$ cat src/rtl/hog_pkg.sv
// Shared types and default widths for the HOG block-normalisation stage.
// The saturation helper keeps the divisor clamp consistent for any divisor width.
package hog_pkg;

   typedef enum logic [1:0] {
      ACCUM = 2'd0,
      NORM  = 2'd1,
      EMIT  = 2'd2
   } state_e;

   localparam int BIN_W_DEF      = 9;
   localparam int B_W_DEF        = 9;
   localparam int N_BINS_DEF     = 36;
   localparam int SUM_W_DEF      = 15;
   localparam int NORM_SHIFT_DEF = 5;

   function automatic int sat_max(input int b_w);
      return (1 << (b_w - 1)) - 1;
   endfunction

   localparam int NORM_SAT = sat_max(B_W_DEF);

endpackage

$ cat src/rtl/hog_bin_buffer.sv
// N_BINS x BIN_W register file: synchronous write, combinational read.
// Holds one block while its norm is computed and the bins are streamed out.
module hog_bin_buffer #(
   parameter int BIN_W  = 9,
   parameter int N_BINS = 36,
   parameter int IDX_W  = 6
) (
   input  logic             clk,
   input  logic             we_i,
   input  logic [IDX_W-1:0] waddr_i,
   input  logic [BIN_W-1:0] wdata_i,
   input  logic [IDX_W-1:0] raddr_i,
   output logic [BIN_W-1:0] rdata_o
);

   logic [BIN_W-1:0] mem_q [N_BINS];

   // NOTE: storage has no reset; every entry is rewritten before it is read.
   always_ff @(posedge clk) begin
      if (we_i) mem_q[waddr_i] <= wdata_i;
   end

   assign rdata_o = mem_q[raddr_i];

endmodule

$ cat src/rtl/hog_block_norm.sv
// Buffers one HOG block, accumulates its L1 norm and streams each bin with the
// scaled, saturated, never-zero norm as a dividend/divisor pair.
module hog_block_norm
   import hog_pkg::*;
#(
   parameter int BIN_W      = BIN_W_DEF,
   parameter int B_W        = B_W_DEF,
   parameter int N_BINS     = N_BINS_DEF,
   parameter int SUM_W      = SUM_W_DEF,
   parameter int NORM_SHIFT = NORM_SHIFT_DEF
) (
   input  logic             clk,
   input  logic             rst_n,
   input  logic             in_valid,
   output logic             in_ready,
   input  logic [BIN_W-1:0] in_bin,
   output logic             out_valid,
   input  logic             out_ready,
   output logic [BIN_W-1:0] out_a,
   output logic [B_W-1:0]   out_b,
   output logic             out_last
);

   localparam int               IDX_W    = (N_BINS > 1) ? $clog2(N_BINS) : 1;
   localparam logic [IDX_W-1:0] LAST_IDX = IDX_W'(N_BINS - 1);
   localparam logic [SUM_W:0]   SAT      = (SUM_W + 1)'(sat_max(B_W));

   state_e             state_q, state_d;
   logic [IDX_W-1:0]   idx_q, idx_d;
   logic [SUM_W-1:0]   sum_q, sum_d;
   logic [B_W-1:0]     norm_q, norm_d;
   logic               out_valid_q, out_valid_d;
   logic [BIN_W-1:0]   out_a_q, out_a_d;
   logic               out_last_q, out_last_d;

   logic               buf_we;
   logic [IDX_W-1:0]   buf_raddr;
   logic [BIN_W-1:0]   buf_rdata;
   logic [BIN_W-1:0]   mag;
   logic [SUM_W-1:0]   scaled;
   logic [SUM_W:0]     norm_wide;
   logic [B_W-1:0]     norm_sat;
   logic               in_fire;
   logic               out_fire;

   // Gated by rst_n so the very first edge after release can take a bin.
   assign in_ready = rst_n && (state_q == ACCUM);
   assign in_fire  = in_valid && in_ready;
   assign out_fire = out_valid_q && out_ready;

   // Magnitude as unsigned BIN_W bits: -2^(BIN_W-1) maps to 2^(BIN_W-1).
   assign mag       = in_bin[BIN_W-1] ? ((~in_bin) + BIN_W'(1)) : in_bin;
   assign scaled    = sum_q >> NORM_SHIFT;
   assign norm_wide = {1'b0, scaled} + (SUM_W + 1)'(1);
   assign norm_sat  = (norm_wide > SAT) ? SAT[B_W-1:0] : norm_wide[B_W-1:0];

   hog_bin_buffer #(
      .BIN_W  (BIN_W),
      .N_BINS (N_BINS),
      .IDX_W  (IDX_W)
   ) u_buffer (
      .clk     (clk),
      .we_i    (buf_we),
      .waddr_i (idx_q),
      .wdata_i (in_bin),
      .raddr_i (buf_raddr),
      .rdata_o (buf_rdata)
   );

   // NOTE: every output of this block is assigned a default first, so no latches.
   always_comb begin
      state_d     = state_q;
      idx_d       = idx_q;
      sum_d       = sum_q;
      norm_d      = norm_q;
      out_valid_d = out_valid_q;
      out_a_d     = out_a_q;
      out_last_d  = out_last_q;
      buf_we      = 1'b0;
      buf_raddr   = '0;

      unique case (state_q)
         ACCUM: begin
            if (in_fire) begin
               buf_we = 1'b1;
               sum_d  = sum_q + SUM_W'(mag);
               if (idx_q == LAST_IDX) begin
                  idx_d   = '0;
                  state_d = NORM;
               end else begin
                  idx_d = idx_q + IDX_W'(1);
               end
            end
         end
         NORM: begin
            norm_d      = norm_sat;
            sum_d       = '0;
            idx_d       = '0;
            out_valid_d = 1'b1;
            out_a_d     = buf_rdata;
            out_last_d  = (N_BINS == 1);
            state_d     = EMIT;
         end
         EMIT: begin
            // Output registers preload the next bin so they change only on a handshake.
            if (out_fire) begin
               if (out_last_q) begin
                  out_valid_d = 1'b0;
                  out_last_d  = 1'b0;
                  idx_d       = '0;
                  state_d     = ACCUM;
               end else begin
                  buf_raddr  = idx_q + IDX_W'(1);
                  idx_d      = idx_q + IDX_W'(1);
                  out_a_d    = buf_rdata;
                  out_last_d = ((idx_q + IDX_W'(1)) == LAST_IDX);
               end
            end
         end
         default: state_d = ACCUM;
      endcase
   end

   // NOTE: state registers use non-blocking assignments so all update together.
   always_ff @(posedge clk or negedge rst_n) begin
      if (!rst_n) begin
         state_q     <= ACCUM;
         idx_q       <= '0;
         sum_q       <= '0;
         norm_q      <= '0;
         out_valid_q <= 1'b0;
         out_a_q     <= '0;
         out_last_q  <= 1'b0;
      end else begin
         state_q     <= state_d;
         idx_q       <= idx_d;
         sum_q       <= sum_d;
         norm_q      <= norm_d;
         out_valid_q <= out_valid_d;
         out_a_q     <= out_a_d;
         out_last_q  <= out_last_d;
      end
   end

   assign out_valid = out_valid_q;
   assign out_a     = out_a_q;
   assign out_b     = norm_q;
   assign out_last  = out_last_q;

endmodule

$ cat config.mk
export PLATFORM = sky130hd
export DESIGN_NAME = hog_block_norm
export DESIGN_NICKNAME = d
export VERILOG_FILES = /design/src/rtl/hog_pkg.sv /design/src/rtl/hog_bin_buffer.sv /design/src/rtl/hog_block_norm.sv
export SDC_FILE = /design/constraint.sdc
export NUM_CORES = 1
export LEC_CHECK = 0
export CORE_AREA = 2 2 264 266
export DETAILED_ROUTE_END_ITERATION = 10
export DIE_AREA = 0 0 266 268
export PLACE_DENSITY_LB_ADDON = 0.05
export RECOVER_POWER = 25
export SYNTH_ARGS = -nofsm -noshare
export SYNTH_HDL_FRONTEND = slang
export SYNTH_SLANG_ARGS = --single-unit
$ cat constraint.sdc
create_clock -name clk -period 4.8 [get_ports clk]
set_input_delay 0.72 -clock clk [delete_from_list [all_inputs] [get_ports clk]]
set_output_delay 0.72 -clock clk [all_outputs]
set_load 0.02 [all_outputs]
==> results of run 1 <==
final cells by class:
class,count,area (sq um),area share (%)
antenna,1,2.502,0.01346
clock inverter,18,162.7,0.8747
tap,882,1104,5.934
inverter,31,116.4,0.6257
multi-input combinational,631,4372,23.51
clock buffer,63,1256,6.755
timing repair buffer,103,777.0,4.178
sequential,367,10810,58.11
registers in the layout (all words and copies together) (netlist names):
signal	count
out_last	1
idx_q	6
out_b	9
sum_q	15
u_buffer.mem_q	324
state_q	2
out_a	9
out_valid	1
where the power goes:
group          switching, uW  internal [uW]
logic                   2060            996
registers                173           3650
clock network           1360           1980
kinds of logic after synthesis:
kind of cell	count (synthesis)
and+or+nand+nor	258
adders and majority gates	20
muxes	41
buffers and inverters	100
xor gates and xnor gates	27
AOI/OAI and AO/OA	285
DFF	367
metal layers:
metal / vias to the layer above / global-route usage (%)
met1: 5118 / 20.70
met5: - / 0
met3: 73 / 2.117
li1: 4493 / -
met2: 202 / 26.41
met4: 0 / 4.828
worst min path at each step:
stage / end / depth (start not counted)
3_5_place_dp: sum_q[0]$_DFFE_PN0P_ / 1
2_1_floorplan: idx_q[0]$_DFFE_PN0P_ / 0
5_1_grt: sum_q[9]$_DFFE_PN0P_ / 2
6_report: sum_q[9]$_DFFE_PN0P_ / 2
3_3_place_gp: out_b[8]$_DFFE_PN0P_ / 1
4_1_cts: sum_q[9]$_DFFE_PN0P_ / 2
metrics by stage:
stage / instances / total power, uW / cell area [sq um] / utilization [%] / setup WS, ps
6_report: 2096 / 10210 / 18600 / 27.26 / 1023
5_1_grt: 2095 / 10730 / 18590 / 27.25 / 884.3
4_1_cts: 2095 / 10410 / 18620 / 27.30 / 918.4
3_5_place_dp: 2014 / 7007 / 17200 / 25.22 / 498.8
3_3_place_gp: 2014 / 7044 / 17200 / 25.22 / 391.9
2_1_floorplan: 1098 / 5639 / 15590 / - / 1957
synthesized netlist by cell type (23+ instances only):
cell type	count	area [sq um]
nor2_1	100	375.4
a31oi_1	24	150.1
dfrtp_1	43	1076
a21oi_1	25	125.1
a221oi_1	23	201.4
o21ai_0	42	210.2
edfxtp_1	324	9729
inv_1	30	112.6
mux2i_1	28	280.3
buf_2	29	145.1
a211oi_1	34	255.2
nand2_1	52	195.2
o22ai_1	28	175.2
clkbuf_1	27	101.4
o221ai_1	27	236.5
worst max-delay path, delay by kind of cell, from the launching register on:
kind | cells | cell delay, ps
AOI/OAI and AO/OA | 4 | 900
xor gates and xnor gates | 1 | 850
adders and majority gates | 1 | 360
buffers and inverters | 1 | 360
DFF | 1 | 500
and+or+nand+nor | 1 | 650
==> run_results.csv, run 1 <==
group,metric,value,unit
yosys,ys.flop_type,"edfxtp_1",
pwr,vdd_drop_max,269.6,uV
cts,cts_max_path_buffers,3,
yosys,async_reset_ff_share,11.72,%
grt,grt_pass1_wl,78.63,mm
cts,cts_tree,"yes",
sta,slew_violations,149,
critical_path,worstPathArrival,4220,ps
sta,period_needed,3777,ps
cts,post_cts_buffers,0,
yosys,synth_top_family_by_area,"compound AO/OA/AOI/OAI gates",
grt,grt_pass1_vias,10295,
sta,final.setup.tns,0,ps
drt,viasPerCell,4.717,
cts,cts_made_buffers,45,
yosys,postSynthCellCount,1098,
critical_path,slowest_stage,"xnor2_2",
yosys,synthXorXnorAreaFrac,1.565,%
critical_path,max_stage_delay,850,ps
drt,drc,0,
die,ioPinCount,34,
yosys,synth_fa_ha_area_share,1.653,%
outcome,violations,"max-capacitance violations, max-slew violations",
critical_path,rrSetupSlack,1020,ps
sta,setup_viol,0,
sta,final.period_utilization,78.70,%
critical_path,crit_start,"idx_q[1]$_DFFE_PN0P_",
sta,hold_viol_final,0,
drt,dr.first_iter.drc_count,750,
yosys,synth_edf_count,324,
drt,vias,9886,
sta,fmax,264.7,MHz
place,post-dp-hpwl,36.17,mm
yosys,synthMuxAreaShare,3.459,%
sta,skew,28.40,ps
critical_path,path_max_fanout,13,
drt,routed_wirelength,55.05,mm
finish,nets,1212,
cts,cts.sink_count,367,
yosys,avgSynthCellArea,14.20,sq um
critical_path,worstPathCellList,"ha_1 -> xnor2_2 -> buf_4 -> a221oi_1 -> nor3_1 -> a211oi_1 -> a211oi_1 -> o22ai_1",
critical_path,reg2reg_depth,8,
die,die_area,71290,sq um
die,core-area,68230,sq um
critical_path,rr_startpoint,"idx_q[1]$_DFFE_PN0P_",
place,place_congestion,0.7426,
drt,wl_met1,25.17,mm
drt,wl_per_cell,26.26,um
pwr,power.density,549.0,nW/um^2
cts,root_buffer,"clkbuf_16",
hold_path,hp-class,"input port to asynchronous set/reset pin",
yosys,ys_warn_count,0,
finish,final_common_cell,"edfxtp_1",
die,die_height,268,um
cts,htreeDepth,2,
grt,grt_max_degree,56,
sta,worst_hold_slack,427.4,ps
cts,cts-hold-fix-buffers,0,
critical_path,crit_end,"out_a[1]$_DFFE_PN0P_",
finish,drive_gt1_share,13.44,%
pwr,p_leak,0.006107,uW
critical_path,critPathCaptureType,"register",
yosys,syn_area,15590,sq um
cts,ctsResizeCount,0,
grt,track_usage,15.59,%
grt,overflow,0,
sta,slew_headroom,-50.15,%
yosys,yosys.area_share.simple,7.888,%
cts,clk_pin_slew,60,ps
critical_path,worstReg2RegEnd,"out_a[1]$_DFFE_PN0P_",
critical_path,critical_path_class,"register to register",
sta,tightest_slew,2252,ps
critical_path,required,5240,ps
die,start_util,22.85,%
drt,wl_met3,1.900,mm
drt,drtAntennaViolNets,0,
yosys,yosys_register_bits,367,
die,num_rows,96,
drt,met2_length,26.56,mm
critical_path,cp_common_cell,"a211oi_1",
grt,antenna_found_initial,2,
run,maxCapViolations,4,
cts,insertion_delay,580,ps
yosys,synth_compound_area_share,13.23,%
yosys,synth_fp_nets,1131,
finish,final_cell_mix,"edfxtp_1, nor2_1, buf_4",
drt,firstDrtPassIters,5,
critical_path,cp-start-kind,"register",
yosys,ys_seq_area_share,69.30,%
finish,synthToLayoutAreaGrowth,19.27,%
outcome,status,"finished, violations left",
drt,routed.top_layer,"met4",
finish,n_fill_cell,6971,
sta,rsz0062_at_grt,"no",
die,die_x,266,um
yosys,synth_cell_types,73,
place,port_buffers,33,
(Power assumes the default switching activity.)
==> inputs of run 2 (changes only) <==
clock period = 3.1 ns   (was 4.8 ns; I/O delays follow)
==> run 2 against run 1 <==
Compared with the run above: the flow still finishes with violations (max-capacitance violations, max-slew violations); critical endpoint is now out_a[4]$_DFFE_PN0P_; worst setup slack lost 870 ps; hold slack lost 170 ps; total power grew 61%; combinational power grew 74%; largest power group unchanged; core utilization grew 1.0 points; sequential power grew 54%; global-route usage is essentially flat; non-clock buffer count grew 64; count of clock-buffer cells in the layout shrank 2; via count grew 1.2%; register-to-register slack lost 870 ps; die area is the same.
==> run_results.csv, run 2 (synthesis gave the netlist of run 1 again) <==
group,metric,value,unit
finish,drive_gt1_share,17.89,%
finish,final_cell_mix,"edfxtp_1, buf_4, nor2_1",
cts,ctsResizeCount,1,
finish,nets,1277,
drt,wl_per_cell,25.49,um
sta,skew,24.22,ps
sta,fmax,339.7,MHz
place,post-place-ws,-66.90,ps
drt,routed_wirelength,55.16,mm
outcome,status,"finished, violations left",
drt,dr.first_iter.drc_count,562,
grt,track_usage,15.63,%
cts,root_buffer,"clkbuf_16",
finish,largestRegisters,"u_buffer.mem_q: 324 flops, sum_q: 15 flops",
critical_path,path_max_fanout,31,
cts,cts-hold-fix-buffers,0,
die,die_x,266,um
finish,largest_reg_flops,324,
critical_path,cp-start-kind,"register",
cts,cts_made_buffers,46,
sta,tightest_slew,1598,ps
drt,drc,0,
finish,multi_input_area,4372,sq um
finish,n_fill_cell,6995,
cts,insertion_delay,590,ps
cts,cts_tree,"yes",
cts,clk_pin_slew,60,ps
grt,grt_pass1_vias,10285,
grt,overflow,0,
finish,regMostFlops,"u_buffer.mem_q",
cts,cts.sink_count,367,
die,num_rows,96,
outcome,violations,"max-capacitance violations, max-slew violations",
cts,cts_max_path_buffers,3,
sta,setup_ws,156.5,ps
place,post-dp-hpwl,37.07,mm
sta,hold_viol_final,0,
finish,seq_area,10810,sq um
critical_path,reg2reg_depth,10,
pwr,vdd_drop_max,408.3,uV
drt,drtAntennaViolNets,0,
sta,final.period_utilization,94.95,%
run,maxCapViolations,1,
pwr,p_leak,0.006488,uW
sta,final.setup.tns,0,ps
place,place_congestion,0.7409,
place,port_buffers,33,
grt,antenna_found_initial,5,
cts,htreeDepth,2,
drt,viasPerCell,4.621,
sta,period_needed,2944,ps
critical_path,critPathCaptureType,"register",
die,ioPinCount,34,
sta,setup_viol,0,
grt,grt_max_degree,83,
critical_path,worstPathArrival,3450,ps
critical_path,required,3610,ps
cts,post_cts_buffers,0,
die,die_height,268,um
finish,synthToLayoutAreaGrowth,23.65,%
die,start_util,22.85,%
finish,final_common_cell,"edfxtp_1",
die,core-area,68230,sq um
hold_path,hp-class,"input port to asynchronous set/reset pin",
pwr,power.density,852.6,nW/um^2
grt,grt_pass1_wl,79.07,mm
sta,slew_violations,29,
critical_path,critical_path_class,"register to register",
sta,slew_headroom,-6.530,%
die,die_area,71290,sq um
sta,rsz0062_at_grt,"no",
drt,vias,10000,
drt,firstDrtPassIters,5,
## run 2: through the flow
step           cells  total power, uW  utilization [%]  instance area (sq um)  hold WS, ps
6_report        2164            16440            28.26                  19280        254.0
5_1_grt         2162            17310            28.25                  19270        264.5
4_1_cts         2162            16810            28.30                  19310        118.2
3_5_place_dp    2078            11480            26.18                  17860        491.1
3_3_place_gp    2078            11500            26.18                  17860        486.1
2_1_floorplan   1098             8731                -                  15590        169.4
## run 2: worst max-delay path: stages, from the launching register on
cell and delay (ps):
dfrtp_2 470, ha_1 410, xor2_4 340, buf_12 250
o311a_1 210, nor3_1 50, buf_4 150, a221oi_1 440
buf_4 230, o21ai_0 110, o22ai_1 170
## run 2: routing by layer
metal  wire, um  global-route usage [%]  vias to the layer above
li1           -                       -                     4628
met1      25730                   20.91                     5151
met2      26680                   26.45                      155
met3       1753                   2.566                       64
met4        984                   3.735                        2
met5          9                       0                        -
## run 2: final cells by class
class	count	area share [%]
sequential	367	56.05
multi-input combinational	631	22.68
timing repair buffer	167	7.418
clock buffer	61	6.315
tap	882	5.724
clock inverter	23	1.181
inverter	31	0.6100
antenna	2	0.02596
## run 2: path summary, 6_finish.rpt
path	from	end	slack, ps
setup / recovery	idx_q[0]$_DFFE_PN0P_	out_a[4]$_DFFE_PN0P_	160
hold / removal	rst_n	out_b[1]$_DFFE_PN0P_	250
setup reg to reg	idx_q[0]$_DFFE_PN0P_	out_a[4]$_DFFE_PN0P_	160
hold reg to reg	out_b[8]$_DFFE_PN0P_	out_b[8]$_DFFE_PN0P_	510
max in group asynchronous	rst_n	idx_q[0]$_DFFE_PN0P_	2320
min in group clk	in_bin[0]	u_buffer.mem_q[11][0]$_DFFE_PP_	420
## run 2: where the power goes
part           total (uW)  leakage (uW)  switching (uW)  internal, uW
Clock                5230      0.000705            2140          3090
Combinational        5310       0.00233            3310          2000
Sequential           5900       0.00345             253          5640
Total               16400       0.00649            5700         10700
